### config.mk
export PLATFORM = sky130hd
export DESIGN_NAME = jk_step_ctrl_flat
export DESIGN_NICKNAME = d
export VERILOG_FILES = /design/src/rtl/jk_step_ctrl_if.sv /design/src/rtl/jk_step_ctrl.sv /design/src/flat_wrapper.sv
export SDC_FILE = /design/constraint.sdc
export NUM_CORES = 1
export LEC_CHECK = 0
export CAP_MARGIN = 10
export CORE_AREA = 2 2 72 54
export CTS_CLUSTER_SIZE = 14
export DETAILED_ROUTE_END_ITERATION = 10
export DIE_AREA = 0 0 74 56
export GPL_ROUTABILITY_DRIVEN = 1
export PLACE_DENSITY = 0.64
export SYNTH_ARGS = -nofsm -noshare
export SYNTH_HDL_FRONTEND = slang
export SYNTH_SLANG_ARGS = --single-unit
### constraint.sdc
create_clock -name clk -period 1.93 [get_ports clk]
set_input_delay 0.386 -clock clk [delete_from_list [all_inputs] [get_ports clk]]
set_output_delay 0.386 -clock clk [all_outputs]
set_load 0.02 [all_outputs]
### src/rtl/jk_step_ctrl_if.sv
// Command/status bundle between a requester and jk_step_ctrl.
// The requester (master) presents a target and a mode with a valid/ready
// handshake, may abort a running operation, and watches busy/done/err.
interface jk_step_ctrl_if #(
   parameter int W = 4
) ();

   logic         cmd_valid;
   logic         cmd_ready;
   logic [W-1:0] cmd_target;
   logic         cmd_mode;
   logic         abort;
   logic         busy;
   logic         done;
   logic         err;

   modport master (
      output cmd_valid,
      output cmd_target,
      output cmd_mode,
      output abort,
      input  cmd_ready,
      input  busy,
      input  done,
      input  err
   );

   modport slave (
      input  cmd_valid,
      input  cmd_target,
      input  cmd_mode,
      input  abort,
      output cmd_ready,
      output busy,
      output done,
      output err
   );

endinterface

### src/rtl/jk_step_ctrl.sv
// jk_step_ctrl: drives the j/k inputs of a W-bit bank of JK flip-flops so
// that the bank's q reaches a commanded target.
//   step mode : the bank counts by one per clock toward the target, bounded
//               by MAX_STEPS excitation cycles.
//   load mode : one set/reset cycle (j = target, k = ~target), then one
//               cycle to read q back and confirm it matches.
// Completion is a one-cycle done pulse, failure a one-cycle err pulse.
module jk_step_ctrl #(
   parameter int W         = 4,
   parameter int MAX_STEPS = 16
) (
   input  logic          clk,
   input  logic          reset,
   jk_step_ctrl_if.slave cmd,
   input  logic [W-1:0]  q_in,
   output logic [W-1:0]  j,
   output logic [W-1:0]  k
);

   // Wide enough to hold MAX_STEPS itself, the value that ends a step run.
   localparam int CNT_W = $clog2(MAX_STEPS + 1);

   typedef enum logic [1:0] {
      IDLE   = 2'd0,
      STEP   = 2'd1,
      LOAD   = 2'd2,
      VERIFY = 2'd3
   } state_t;

   state_t             state;
   state_t             state_nxt;
   logic [W-1:0]       tgt_r;
   logic [W-1:0]       tgt_nxt;
   logic               dir_up;
   logic               dir_up_nxt;
   logic [CNT_W-1:0]   step_cnt;
   logic [CNT_W-1:0]   step_cnt_nxt;
   logic               done_r;
   logic               done_nxt;
   logic               err_r;
   logic               err_nxt;
   logic [W-1:0]       j_nxt;
   logic [W-1:0]       k_nxt;

   logic               accept;
   logic               at_target;
   logic               timed_out;
   logic [W-1:0]       step_q;

   // Handshake and status. reset masks ready/busy so the bank and the
   // requester see a quiet controller for the whole reset cycle.
   assign cmd.cmd_ready = (state == IDLE) & ~reset;
   assign cmd.busy      = (state != IDLE) & ~reset;
   assign cmd.done      = done_r;
   assign cmd.err       = err_r;

   assign accept    = cmd.cmd_valid & cmd.cmd_ready;
   assign at_target = (q_in == tgt_r);
   assign timed_out = (step_cnt == CNT_W'(MAX_STEPS));

   // Value the bank should hold after this step; wraps modulo 2^W. The
   // direction was fixed at accept and is deliberately not re-derived if
   // q_in is disturbed mid-run: the step budget bounds such a run.
   assign step_q = dir_up ? (q_in + W'(1)) : (q_in - W'(1));

   // Next-state, excitation and pulse decode.
   always_comb begin
      // NOTE: every output of this block gets a default before the case so
      // that no path leaves a signal unassigned, which would infer a latch.
      state_nxt    = state;
      tgt_nxt      = tgt_r;
      dir_up_nxt   = dir_up;
      step_cnt_nxt = step_cnt;
      done_nxt     = 1'b0;
      err_nxt      = 1'b0;
      j_nxt        = '0;
      k_nxt        = '0;

      unique case (state)
         IDLE: begin
            // abort is meaningless here; a command arriving with it is
            // still taken.
            if (accept) begin
               tgt_nxt    = cmd.cmd_target;
               dir_up_nxt = (cmd.cmd_target > q_in);
               if (cmd.cmd_mode) begin
                  state_nxt = LOAD;
               end else if (cmd.cmd_target == q_in) begin
                  // Already there: report success without leaving IDLE.
                  done_nxt = 1'b1;
               end else begin
                  state_nxt    = STEP;
                  step_cnt_nxt = '0;
               end
            end
         end

         STEP: begin
            if (cmd.abort) begin
               state_nxt = IDLE;
            end else if (at_target) begin
               // Match is tested before the budget so that reaching the
               // target on the last allowed step is still a success.
               done_nxt  = 1'b1;
               state_nxt = IDLE;
            end else if (timed_out) begin
               err_nxt   = 1'b1;
               state_nxt = IDLE;
            end else begin
               // Toggle exactly the bits that differ between q and the next
               // count value: j = k = 1 toggles, j = k = 0 holds.
               j_nxt        = step_q ^ q_in;
               k_nxt        = step_q ^ q_in;
               step_cnt_nxt = step_cnt + CNT_W'(1);
            end
         end

         LOAD: begin
            if (cmd.abort) begin
               state_nxt = IDLE;
            end else begin
               // j=1,k=0 sets and j=0,k=1 clears: the bank takes the target
               // in one edge regardless of its present value.
               j_nxt     = tgt_r;
               k_nxt     = ~tgt_r;
               state_nxt = VERIFY;
            end
         end

         VERIFY: begin
            if (cmd.abort) begin
               state_nxt = IDLE;
            end else begin
               done_nxt  = at_target;
               err_nxt   = ~at_target;
               state_nxt = IDLE;
            end
         end

         default: state_nxt = IDLE;
      endcase

      // The bank shares this reset, so hold it quiet during reset.
      if (reset) begin
         j_nxt = '0;
         k_nxt = '0;
      end
   end

   assign j = j_nxt;
   assign k = k_nxt;

   // State, command and pulse registers with synchronous reset.
   always_ff @(posedge clk) begin
      // NOTE: registered state is updated with non-blocking assignments so
      // every flop samples pre-edge values, independent of statement order.
      if (reset) begin
         state    <= IDLE;
         tgt_r    <= '0;
         dir_up   <= 1'b0;
         step_cnt <= '0;
         done_r   <= 1'b0;
         err_r    <= 1'b0;
      end else begin
         state    <= state_nxt;
         tgt_r    <= tgt_nxt;
         dir_up   <= dir_up_nxt;
         step_cnt <= step_cnt_nxt;
         done_r   <= done_nxt;
         err_r    <= err_nxt;
      end
   end

endmodule

### src/flat_wrapper.sv
// flat-port wrapper written by rule: the top's interface ports become plain ports
module jk_step_ctrl_flat 
#(
   parameter int W         = 4,
   parameter int MAX_STEPS = 16
)
  (clk, reset, q_in, j, k, cmd_cmd_valid, cmd_cmd_target, cmd_cmd_mode, cmd_abort, cmd_cmd_ready, cmd_busy, cmd_done, cmd_err);
  jk_step_ctrl_if #(.W(W)) cmd_i ();
  input  logic clk;
  input  logic reset;
  input  logic [W-1:0] q_in;
  output logic [W-1:0] j;
  output logic [W-1:0] k;
  input wire logic [$bits(cmd_i.cmd_valid)-1:0] cmd_cmd_valid;
  input wire logic [$bits(cmd_i.cmd_target)-1:0] cmd_cmd_target;
  input wire logic [$bits(cmd_i.cmd_mode)-1:0] cmd_cmd_mode;
  input wire logic [$bits(cmd_i.abort)-1:0] cmd_abort;
  output wire logic [$bits(cmd_i.cmd_ready)-1:0] cmd_cmd_ready;
  output wire logic [$bits(cmd_i.busy)-1:0] cmd_busy;
  output wire logic [$bits(cmd_i.done)-1:0] cmd_done;
  output wire logic [$bits(cmd_i.err)-1:0] cmd_err;
  assign cmd_i.cmd_valid = cmd_cmd_valid;
  assign cmd_i.cmd_target = cmd_cmd_target;
  assign cmd_i.cmd_mode = cmd_cmd_mode;
  assign cmd_i.abort = cmd_abort;
  assign cmd_cmd_ready = cmd_i.cmd_ready;
  assign cmd_busy = cmd_i.busy;
  assign cmd_done = cmd_i.done;
  assign cmd_err = cmd_i.err;
  jk_step_ctrl #(.W(W), .MAX_STEPS(MAX_STEPS)) u_core (.clk(clk), .reset(reset), .cmd(cmd_i), .q_in(q_in), .j(j), .k(k));
endmodule
## Word-level counts from Yosys, hierarchy flattened

Cells that the tools add are included.

| word-level totals | value |
|---|---|
| register bits after elaboration | 14 |
| input port bits | 13 |
| output and inout port bits | 12 |
| word-level logic and storage cells | 74 |

| cells by class | value |
|---|---|
| add/sub/neg operators | 3 |
| order comparisons | 1 |
| equal/unequal tests | 14 |
| multiplexer cells | 37 |
| bitwise logic cells | 7 |
| reduce and logical (&&, ||, !) cells | 6 |

Operators by type and width:

| cell | number |
|---|---|
| 4-bit 2-to-1 mux | 8 |
| 5-bit 2-to-1 mux | 6 |
| 4-bit one-hot mux with 2 select lines | 2 |
| 2-bit 2-to-1 mux | 7 |
| 1-bit 2-to-1 mux | 10 |
| 2-bit != test, second input constant | 5 |
| 5-bit one-hot mux with 2 select lines | 1 |
| 4-bit == test | 2 |
| 2-bit one-hot mux with 4 select lines | 1 |
| 7-bit AND reduction | 1 |
| 5-bit by 1-bit adder with 5-bit output, second input constant | 1 |
| 5-bit == test, second input constant | 1 |
| 4-bit by 1-bit adder with 4-bit output, second input constant | 1 |
| 2-bit == test, second input constant | 2 |
| 4-bit > comparator | 1 |
| 4-bit by 2-bit != test with 1-bit output, second input constant | 1 |
| 4-bit NOT | 1 |
| 2-bit nonzero test | 2 |
| 4-bit by 1-bit subtractor with 4-bit output, second input constant | 1 |
| 4-bit XOR | 1 |
| 1-bit bitwise AND | 3 |
| 3-bit != test, second input constant | 1 |
| 1-bit one-hot mux with 3 select lines | 1 |
| 3-bit AND reduction | 1 |
| other kinds (6) | 7 |

## Longest topological paths before layout

Gate-level depths: netlist (run 1).

| logic depth | value |
|---|---|
| depth after elaboration | 8 |
| gate-level depth with buffers | 8 |
| mapped depth without buffers | 7 |

## Worst setup path after synthesis (run 1)

No wires, ideal clock.

| timing | value |
|---|---|
| path kind | register to output |
| start point | reg u_core.state[1] |
| end point | out k[3] |
| arrival | 1.569 ns |
| data required time | 1.544 ns |
| setup slack | -0.025 ns |
| stages on the path, launching flop included | 8 |
| path buffers | 1 |
| cells stage by stage | dfxtp_1 -> inv_1 -> ha_1 -> clkbuf_1 -> nand2_1 -> nand3_1 -> o22a_1 -> nor2_1 |

| between the ends | value |
|---|---|
| cells in the longest elaborated chain, start to end | 3 |
| elaborated cells on any way between the ends | 4 |
| those cells by class | 2 x eq/ne; 2 x mux |

RTL lines:

| item | RTL line | source |
|---|---|---|
| start: declaration | jk_step_ctrl.sv:30 | `state_t state;` |
| start signal: assignment | jk_step_ctrl.sv:165 | `state <= state_nxt;` |
| 2-bit == test / 2-bit by 1-bit == test with 1-bit output (equally long branches) | jk_step_ctrl.sv:79 | `unique case (state)` |
| 4-bit one-hot mux with 2 select lines (*) | jk_step_ctrl.sv:79 |  |
| 4-bit 2-to-1 mux (*) | jk_step_ctrl.sv:144 | `if (reset) begin` |
| end: declaration | flat_wrapper.sv:13 | `output logic [W-1:0] k;` |

Mark *: on every way between the ends. The rest lies on a longest branch, timed or not.

## Worst setup path in the final report (run 1)

| timing | value |
|---|---|
| start point | reg u_core.dir_up |
| end point | out k[1] |

| between the ends | value |
|---|---|
| cells in the longest elaborated chain, start to end | 7 |

RTL lines:

| item | RTL line | source |
|---|---|---|
| start: declaration | jk_step_ctrl.sv:34 | `logic dir_up;` |
| start signal: assignment | jk_step_ctrl.sv:167 | `dir_up <= dir_up_nxt;` |
| 4-bit 2-to-1 mux | jk_step_ctrl.sv:64 | `assign step_q = dir_up ? (q_in + W'(1)) : (q_in - W'(1));` |
| 4-bit XOR | jk_step_ctrl.sv:113 | `k_nxt = step_q ^ q_in;` |
| 4-bit 2-to-1 mux | jk_step_ctrl.sv:106 | `end else if (timed_out) begin` |
| 4-bit 2-to-1 mux | jk_step_ctrl.sv:101 | `end else if (at_target) begin` |
| 4-bit 2-to-1 mux | jk_step_ctrl.sv:99 | `if (cmd.abort) begin` |
| 4-bit one-hot mux with 2 select lines | jk_step_ctrl.sv:79 |  |
| 4-bit 2-to-1 mux | jk_step_ctrl.sv:144 |  |

No other way between the ends.

==> run metrics, run 1 <==
status finished, violations left; violated checks negative setup slack; Slew HR 76.4%; Fillers 294; Async SR Flop Fraction 0%; Buf+Inv Stages, Crit Path 2; Setup Crit Path Kind flop to output port; buffer type at the clock tree root clkbuf_8; final period demand of the worst path 2170 ps; n_diodes 0; site row count 18; Tot GR Track Use 19.5%; CTS Buffer Depth 2; die area 0.00414 mm²; synthesized cell area 0.00115 mm²; largest net degree at the start of global routing 17; EDFF count, synth 0; Worst setup EP type output port; Worst-path clk slew 70 ps; global placement routability congestion 0.808; CP max stage cell fa_1; Post-Synthesis Cells 138; Num CTS Buffers 3; CP Data Arrival Time 1780 ps; synth cell count leaders dfxtp_1, a21oi_1, inv_1, ha_1, nor2_1; ys flop type dfxtp_1; r2r startpoint u_core.tgt_r[2]; LEAKAGE 0.878 nW; vias in the first global route 1323; DRT iter0 DRCs 72; CP delay by family, top adder cells; Initial Util 34.0%; first-pass iteration count of the detailed router 4; worst endpoint required time 1540 ps; via count 1307; max_cap viols 0; RSZ-0062 raised after global routing true; Final Hold Violating Endpoints 0; CP peak stage delay 490 ps; post-synthesis mux area share 0.867%; post-synth top area share 24.3%; PwrDens 797 mW/mm²; Setup violations, final 8; Register Area 282 µm²; hold crit path type input pin to flop; adder-cell share of the synthesized area 14.7%; final wirelength 3790 µm; post-synthesis sequential element count 14; IO buf count 24; Core Box Area 0.00340 mm²; Reg-to-Reg End u_core.state[1]; Tot Pwr 1.61 mW; Avg Vias per Cell 4.97; height of the die 56 µm; Final Hold Slack 479 ps; drt wl/cell 14.4 µm; Worst-Skew Late Latency 250 ps; H-tree lvl count 1; Reg2Reg Setup Slack 110 ps; Routed Antenna Nets 0; area of the multi-input gates 972 µm²; drt drc 0; Pins Over Slew Limit 0; Nets 240; share of layout cells above drive strength 1 45.5%; die width 74 µm; Final HPWL DP 2640 µm; Seq/Total Area, Yosys 24.3%; most frequent cell after synthesis dfxtp_1; R2R cell count 7; IO Pins 25; largest family of logic cells by synthesized area simple AND/OR/NAND/NOR gates; final worst path period share 112%; hold worst-path end u_core.tgt_r[3]; largest area contributor in the netlist dfxtp_1; Worst IR Drop VDD 0.000629 V; Synth Warn # 0; Final WS setup -235 ps; Post-Syn Nets 164; GR Overflow Total 0; top cells by area, synth dfxtp_1, ha_1, a21oi_1; Hold Path Depth 3; Avg Synthesized Cell Area 8.37 µm²; CP Cell Sequence buf_6 -> fa_1 -> xnor2_1 -> nand4_1 -> a21oi_2 -> buf_4; CP Launch Type flop; Clock Sinks 14; compound-cell area share of the yosys netlist 22.8%; Synth Area in XOR/XNOR 6.83%; worst slew pin tran 351 ps; initial antenna violation count 0; Hold Buf Count CTS 0; Fmax 462 MHz; first-pass GRT wire length 6250 µm; Synth Area in Simple Gates 24.7%; Setup Skew 2.08 ps; P&R area growth vs syn 75.4%; worst-path fanout max 2; worst min-delay path startpoint cmd_cmd_target[3]; TritonCTS clock tree yes; synth unique cells 38
registers in the layout (all words and copies together), names as in the netlist:
signal / count
u_core.tgt_r: 4
u_core.state: 2
u_core.step_cnt: 5
u_core.cmd.done: 1
u_core.cmd.err: 1
u_core.dir_up: 1
worst reg2reg max path, cell delays in order, from the launching register on:
cell	delay, ps
dfxtp_1	320
xnor2_1	320
a41oi_4	180
buf_6	150
buf_4	150
a32oi_1	330
nor2_1	80
a211oi_1	210
report_power, final:
group | internal, mW | switching, mW | leakage [nW]
Sequential | 0.327 | 0.0270 | 0.114
Clock | 0.181 | 0.120 | 0.0288
Combinational | 0.462 | 0.496 | 0.734
Total | 0.970 | 0.643 | 0.878
layout make-up:
type	count	share of cell area, %
Inverter	13	2.41
Timing Repair Buffer	75	29.9
Multi-Input combinational cell	107	48.0
Sequential cell	14	13.9
Tap cell	50	3.09
Clock buffer	4	2.72
worst max-delay path by stage:
stage	from	end	slack [ps]	cells after the start
final	u_core.dir_up	k[1]	-240	6
after global routing	u_core.dir_up	k[1]	-330	6
after CTS	u_core.dir_up	k[1]	-290	6
after detailed placement	q_in[1]	k[1]	-1060	7
after global placement	q_in[1]	j[1]	-960	7
after floorplan	q_in[0]	j[1]	-30	5
cell families after synthesis:
family | Yosys count
xor+xnor | 9
compound gates | 33
fa+ha+maj | 13
mux | 1
buf+inv | 17
simple gates | 51
flops | 14
placed cells by master, fill, tap and decap left out, types with 2 or more instances in the layout:
master and count:
o21ai_0 4, clkdlybuf4s50_1 4, nand2b_1 4, nand3b_1 4, nor2b_1 2, nor3_1 2, inv_1 13, o21a_1 2
a21oi_2 6, xnor2_2 2, nand3_1 2, dfxtp_1 13, buf_2 3, nand2_1 11, nor2_1 10, xnor2_1 5
buf_6 7, clkbuf_8 4, ha_1 6, nand4_1 4, ha_4 5, buf_4 53, dlygate4sd2_1 7, a21oi_1 7
nor2_2 2, a211oi_1 2
timing repair:
item                       in CTS  in global routing
pin swaps                      22                 14
setup buffers                  12                  2
hold endpoints to repair        0                  0
setup endpoints to repair      18                 15
gates resized for setup        82                 16
stage by stage:
step | utilization, % | cell area [µm²] | setup slack [ps] | setup TNS [ps] | instances
final | 59.6 | 2030 | -235 | -1480 | 263
after global routing | 59.6 | 2030 | -329 | -2200 | 263
after floorplan | - | 1160 | -25.0 | -50.0 | 138
after global placement | 50.6 | 1720 | -956 | -11510 | 245
after detailed placement | 50.6 | 1720 | -1060 | -12460 | 245
after CTS | 56.9 | 1930 | -294 | -1630 | 261
routing by layer:
metal	global-route usage, %	wire length [µm]	vias to the layer above
met2	32.9	1780	41
li1	-	-	639
met1	25.4	1780	625
met3	2.72	196	2
met5	0	0	-
met4	5.71	27	0
Power figures use the tool's default switching activity.
==> run 2: changes to the inputs <==
--- a/config.mk
+++ b/config.mk
@@ -12,6 +12,7 @@
 export DIE_AREA = 0 0 74 56
 export GPL_ROUTABILITY_DRIVEN = 1
 export PLACE_DENSITY = 0.64
+export SLEW_MARGIN = 0
 export SYNTH_ARGS = -nofsm -noshare
 export SYNTH_HDL_FRONTEND = slang
 export SYNTH_SLANG_ARGS = --single-unit
==> results of run 2 <==
Same layout as run 1: the final DEF is identical, and so are final timing and power.
==> edit 1: new RTL, settings of run 1 <==
Reset style: asynchronous (`reset`), changed in one clocked block. Comments in the files are not updated.
--- a/src/rtl/jk_step_ctrl.sv
+++ b/src/rtl/jk_step_ctrl.sv
@@ -153,3 +153,3 @@
    // State, command and pulse registers with synchronous reset.
-   always_ff @(posedge clk) begin
+   always_ff @(posedge clk or posedge reset) begin
       // NOTE: registered state is updated with non-blocking assignments so
Check against the original RTL: differs if reset is asserted again (counterexample within 4 cycles, from zero or initial values and one cycle with reset high); with reset held inactive, the same outputs for 10 cycles.
==> edit 1 against run 1 <==
  * The run still ends with negative setup slack left
  * Register-to-register slack got worse by 0.40 ns
  * Clock skew increased by 0.0084 ns
  * Sequential cell count unchanged
  * Die area unchanged
  * Routed wire length increased by 1.1%
  * Synthesized area decreased by 0.76%
  * Design area increased by 5.7%
  * Utilization increased by 3.4 points
  * Setup slack got worse by 0.16 ns
  * Critical path type unchanged
Power is not compared: it rests on default switching activity, and its combinational part moved more than twofold at a synthesized area within 25%.
==> edit 1: results (changes against run 1) <==
stage,metric,value,unit,change
synth,synth_fp_nets,159,,-3.0%
critical_path,cp-endpoint,j[1],,
finish,drive_gt1_share,52.9,%,+7.4 points
run_status,violations,negative setup slack,,
finish,final-seq-area,350,µm²,+24%
critical_path,reg2reg_depth,8,,+1
synth,synth_cell_types,35,,-7.9%
critical_path,crit_start,u_core.step_cnt[1],,
timing,setup_ws,-0.394,ns,-0.159 ns
cts,ctsResizeCount,88,,+7.3%
synth,yosys.area_share.adder,14.8,%,+0.11 points
synth,synth.area.top_cells,"dfrtp_1, ha_1, a21oi_1",,
global_routing,grt_max_degree,15,,-2
synth,synthArstFlopShare,100,%,+100 points
global_routing,gr-usage-all-layers,19.2,%,-0.33 points
timing,finalSetupViolations,12,,+4
synth,ys_top_cells_by_count,"a21oi_1, dfrtp_1, inv_1, ha_1, nand2_1",,
synth,synth_compound_area_share,16.3,%,-6.5 points
run_status,status,finished with violations,,
finish,final_nets,233,,-2.9%
critical_path,path_max_fanout,4,,+2
synth,ys.flop_type,dfrtp_1,,
critical_path,crit_slowest_cell,or4b_4,,
placement,dp.cells,242,,-1.2%
finish,buf_share,30.0,%,+0.087 points
synth,avgSynthCellArea,8.62,µm²,+3.0%
hold_path,min_path_type,primary input to asynchronous set/reset pin,,
==> edit 1: changes by cell type after synthesis, sizes merged, moves of 4 or more <==
cell           run 1  this run
xnor2              7         3
nand3b             5         0
dfrtp              0        14
dfxtp             14         0
==> edit 1: worst min path at each step <==
stage          slack [ns]            endpoint  cells after the start
2_1_floorplan        0.28     u_core.cmd.done                      1
3_3_place_gp         0.54  u_core.step_cnt[4]                      2
3_5_place_dp         0.56  u_core.step_cnt[4]                      2
4_1_cts              0.32     u_core.tgt_r[0]                      3
5_1_grt              0.34     u_core.tgt_r[0]                      3
6_report             0.31     u_core.tgt_r[0]                      3
==> edit 1: tightest hold or removal path, cell delays in order <==
cell and delay [ns]:
dlygate4sd2_1 0.25, inv_1 0.07, buf_4 0.23
==> edit 1: per-layer routing <==
layer	up-vias	part of all wire, %	wire, µm	track usage (%)
li1	603	-	-	-
met1	617	45	1730	24.9
met2	36	49	1870	31.3
met3	8	4.4	167	5.43
met4	0	1.6	60	4.42
met5	-	0	0	0
==> edit 2: new RTL, flow settings as in run 1 <==
Without the edit above. `MAX_STEPS` is set to 16 in 2 places; all go to 8.
--- a/src/rtl/jk_step_ctrl.sv
+++ b/src/rtl/jk_step_ctrl.sv
@@ -9,3 +9,3 @@
    parameter int W         = 4,
-   parameter int MAX_STEPS = 16
+   parameter int MAX_STEPS = 8
 ) (
--- a/src/flat_wrapper.sv
+++ b/src/flat_wrapper.sv
@@ -4,3 +4,3 @@
    parameter int W         = 4,
-   parameter int MAX_STEPS = 16
+   parameter int MAX_STEPS = 8
 )
Behaviour: not the same (a bounded check fails within 10 cycles, from zero or initial values and one cycle with reset high).
==> edit 2 against run 1 <==
  * The run still ends with negative setup slack left
  * Sequential cell count down 1
  * First-iteration DRC count down 39%
  * Power down 16%
  * Utilization down 1.6 points
  * Design area down 2.7%
  * Synthesized area down 6.7%
  * Count of clock-buffer cells in the layout unchanged
  * Setup slack worse by 0.048 ns
  * Routed wire length up 2.3%
  * Critical path depth unchanged
  * Critical endpoint unchanged
==> edit 2: results (changes against run 1) <==
stage,metric,value,unit,change
finish,largestRegisters,"u_core.step_cnt x4, u_core.tgt_r x4, u_core.state x2",,
power_and_ir_drop,seq-power,0.336,mW,-5%
synth,ys_top_cells_by_count,"inv_1, dfxtp_1, ha_1, nor2_1, nand2_1",,
placement,hpwl,2.83,mm,+7.1%
placement,gp_congestion,0.834,,+3.3%
route,num_vias,1218,,-6.8%
synth,yosys.area_share.adder,15.8,%,+1.1 points
synth,synth_cell_types,36,,-5.3%
cts,insertion_delay,0.25,ns,about the same
power_and_ir_drop,p_leak,0.949,nW,+8.1%
cts,path_clk_slew,0.06,ns,
timing,setup_ws,-0.283,ns,-0.0481 ns
route,wl_per_cell,15.3,µm,+5.9%
synth,yosys.area.top_type_share,24.2,%,-0.11 points
cts,cts_made_buffers,3,,unchanged
global_routing,grt_max_degree,16,,-1
power_and_ir_drop,powerComb,0.772,mW,-19%
synth,synth_fp_nets,157,,-4.3%
global_routing,gr-usage-met3,3.80,%,+1.1 points
critical_path,path_max_fanout,3,,+1
floorplanning,die_area,4140,µm²,unchanged
synth,synth.area.top_cells,"dfxtp_1, ha_1, xnor2_1",,
finish,drive_gt1_share,49.5,%,+4.0 points
timing,tightestPinTransition,0.287,ns,-0.0640 ns
global_routing,grtUsageMet2,30.5,%,-2.4 points
synth,synth_mux_area_share,2.79,%,+1.9 points
critical_path,r2r-start,u_core.tgt_r[0],,
cts,clk_path_buf_depth,2,,unchanged
power_and_ir_drop,combPwrFrac,56.8,%,-2.6 points
hold_path,hold_start,cmd_cmd_target[2],,
route,drt_iter0_drc,44,,-39%
global_routing,grt_pass1_wl,6.00,mm,-4.0%
run_status,status,finished with violations,,
cts,h-tree-depth,1,,unchanged
synth,yosysSeqAreaShare,24.2,%,-0.11 points
timing,finClkSkew,0.00323,ns,+0.00116 ns
run_status,violations,negative setup slack,,
global_routing,grt_pass1_vias,1263,,-4.5%
power_and_ir_drop,irDropWorstVdd,0.559,mV,-11%
power_and_ir_drop,switching_power,0.519,mW,-19%
hold_path,holdPathStages,3,,unchanged
global_routing,gr-usage-all-layers,18.6,%,-0.86 points
placement,place_ws,-1.01,ns,+0.0501 ns
timing,finalSetupViolations,6,,-2
synth,synth_compound_area_share,21.3,%,-1.5 points
critical_path,r2r_slack,0.14,ns,+0.03 ns
global_routing,use_met1,24.7,%,-0.68 points
synth,synth_xor_xnor_area_share,7.32,%,+0.49 points
hold_path,holdPathEnd,u_core.tgt_r[2],,
finish,final_nets,231,,-3.8%
critical_path,reg2reg_depth,8,,+1
critical_path,arrival,1.83,ns,+0.05 ns
-- edit 2: how the worst max path moves through the flow --
| stage | endpoint | slack [ns] | start |
|---|---|---|---|
| 2_1_floorplan | j[1] | -0.03 | q_in[0] |
| 5_1_grt | k[3] | -0.37 | u_core.dir_up |
| 6_report | k[1] | -0.28 | u_core.dir_up |
| 4_1_cts | j[1] | -0.32 | u_core.dir_up |
| 3_5_place_dp | j[1] | -1.01 | q_in[1] |
| 3_3_place_gp | j[1] | -0.94 | q_in[0] |
-- edit 2: timing repair --
action                                  4_1_cts  5_1_grt
gates cloned                                  0        0
endpoints found under the setup margin       18       16
buffers inserted                              4        1
hold buffers                                  0        0
resized for setup                            65       46
pin swaps                                    21       15
-- edit 2: cell type report --
type	instances	area, µm²
inverter	14	52.6
clock buffer	4	45.0
tap	50	62.6
timing repair buffer	73	616
sequential	13	269
fill	290	1430
multi-input combinational	100	927
-- edit 2: critical path, delay by kind of cell, from the launching register on --
| family | cells | cell delay, ns |
|---|---|---|
| flops | 1 | 0.36 |
| buf+inv | 2 | 0.28 |
| simple gates | 1 | 0.15 |
| compound gates | 1 | 0.17 |
| xor+xnor | 1 | 0.13 |
| fa+ha+maj | 1 | 0.50 |
-- edit 2: per-stage QoR --
stage | cells | hold slack [ns] | setup TNS [ns] | cell area (µm²)
floorplan | 131 | 0.467 | -0.0552 | 1080
global placement | 247 | 0.486 | -10.93 | 1720
detailed placement | 247 | 0.508 | -11.95 | 1720
CTS | 255 | 0.514 | -1.76 | 1830
global route | 254 | 0.418 | -2.01 | 1970
finish | 254 | 0.421 | -1.49 | 1970
-- edit 2: per-layer routing --
layer,vias up,wire (µm)
met4,0,45
li1,603,-
met5,-,0
met3,6,141
met2,29,1940
met1,580,1750
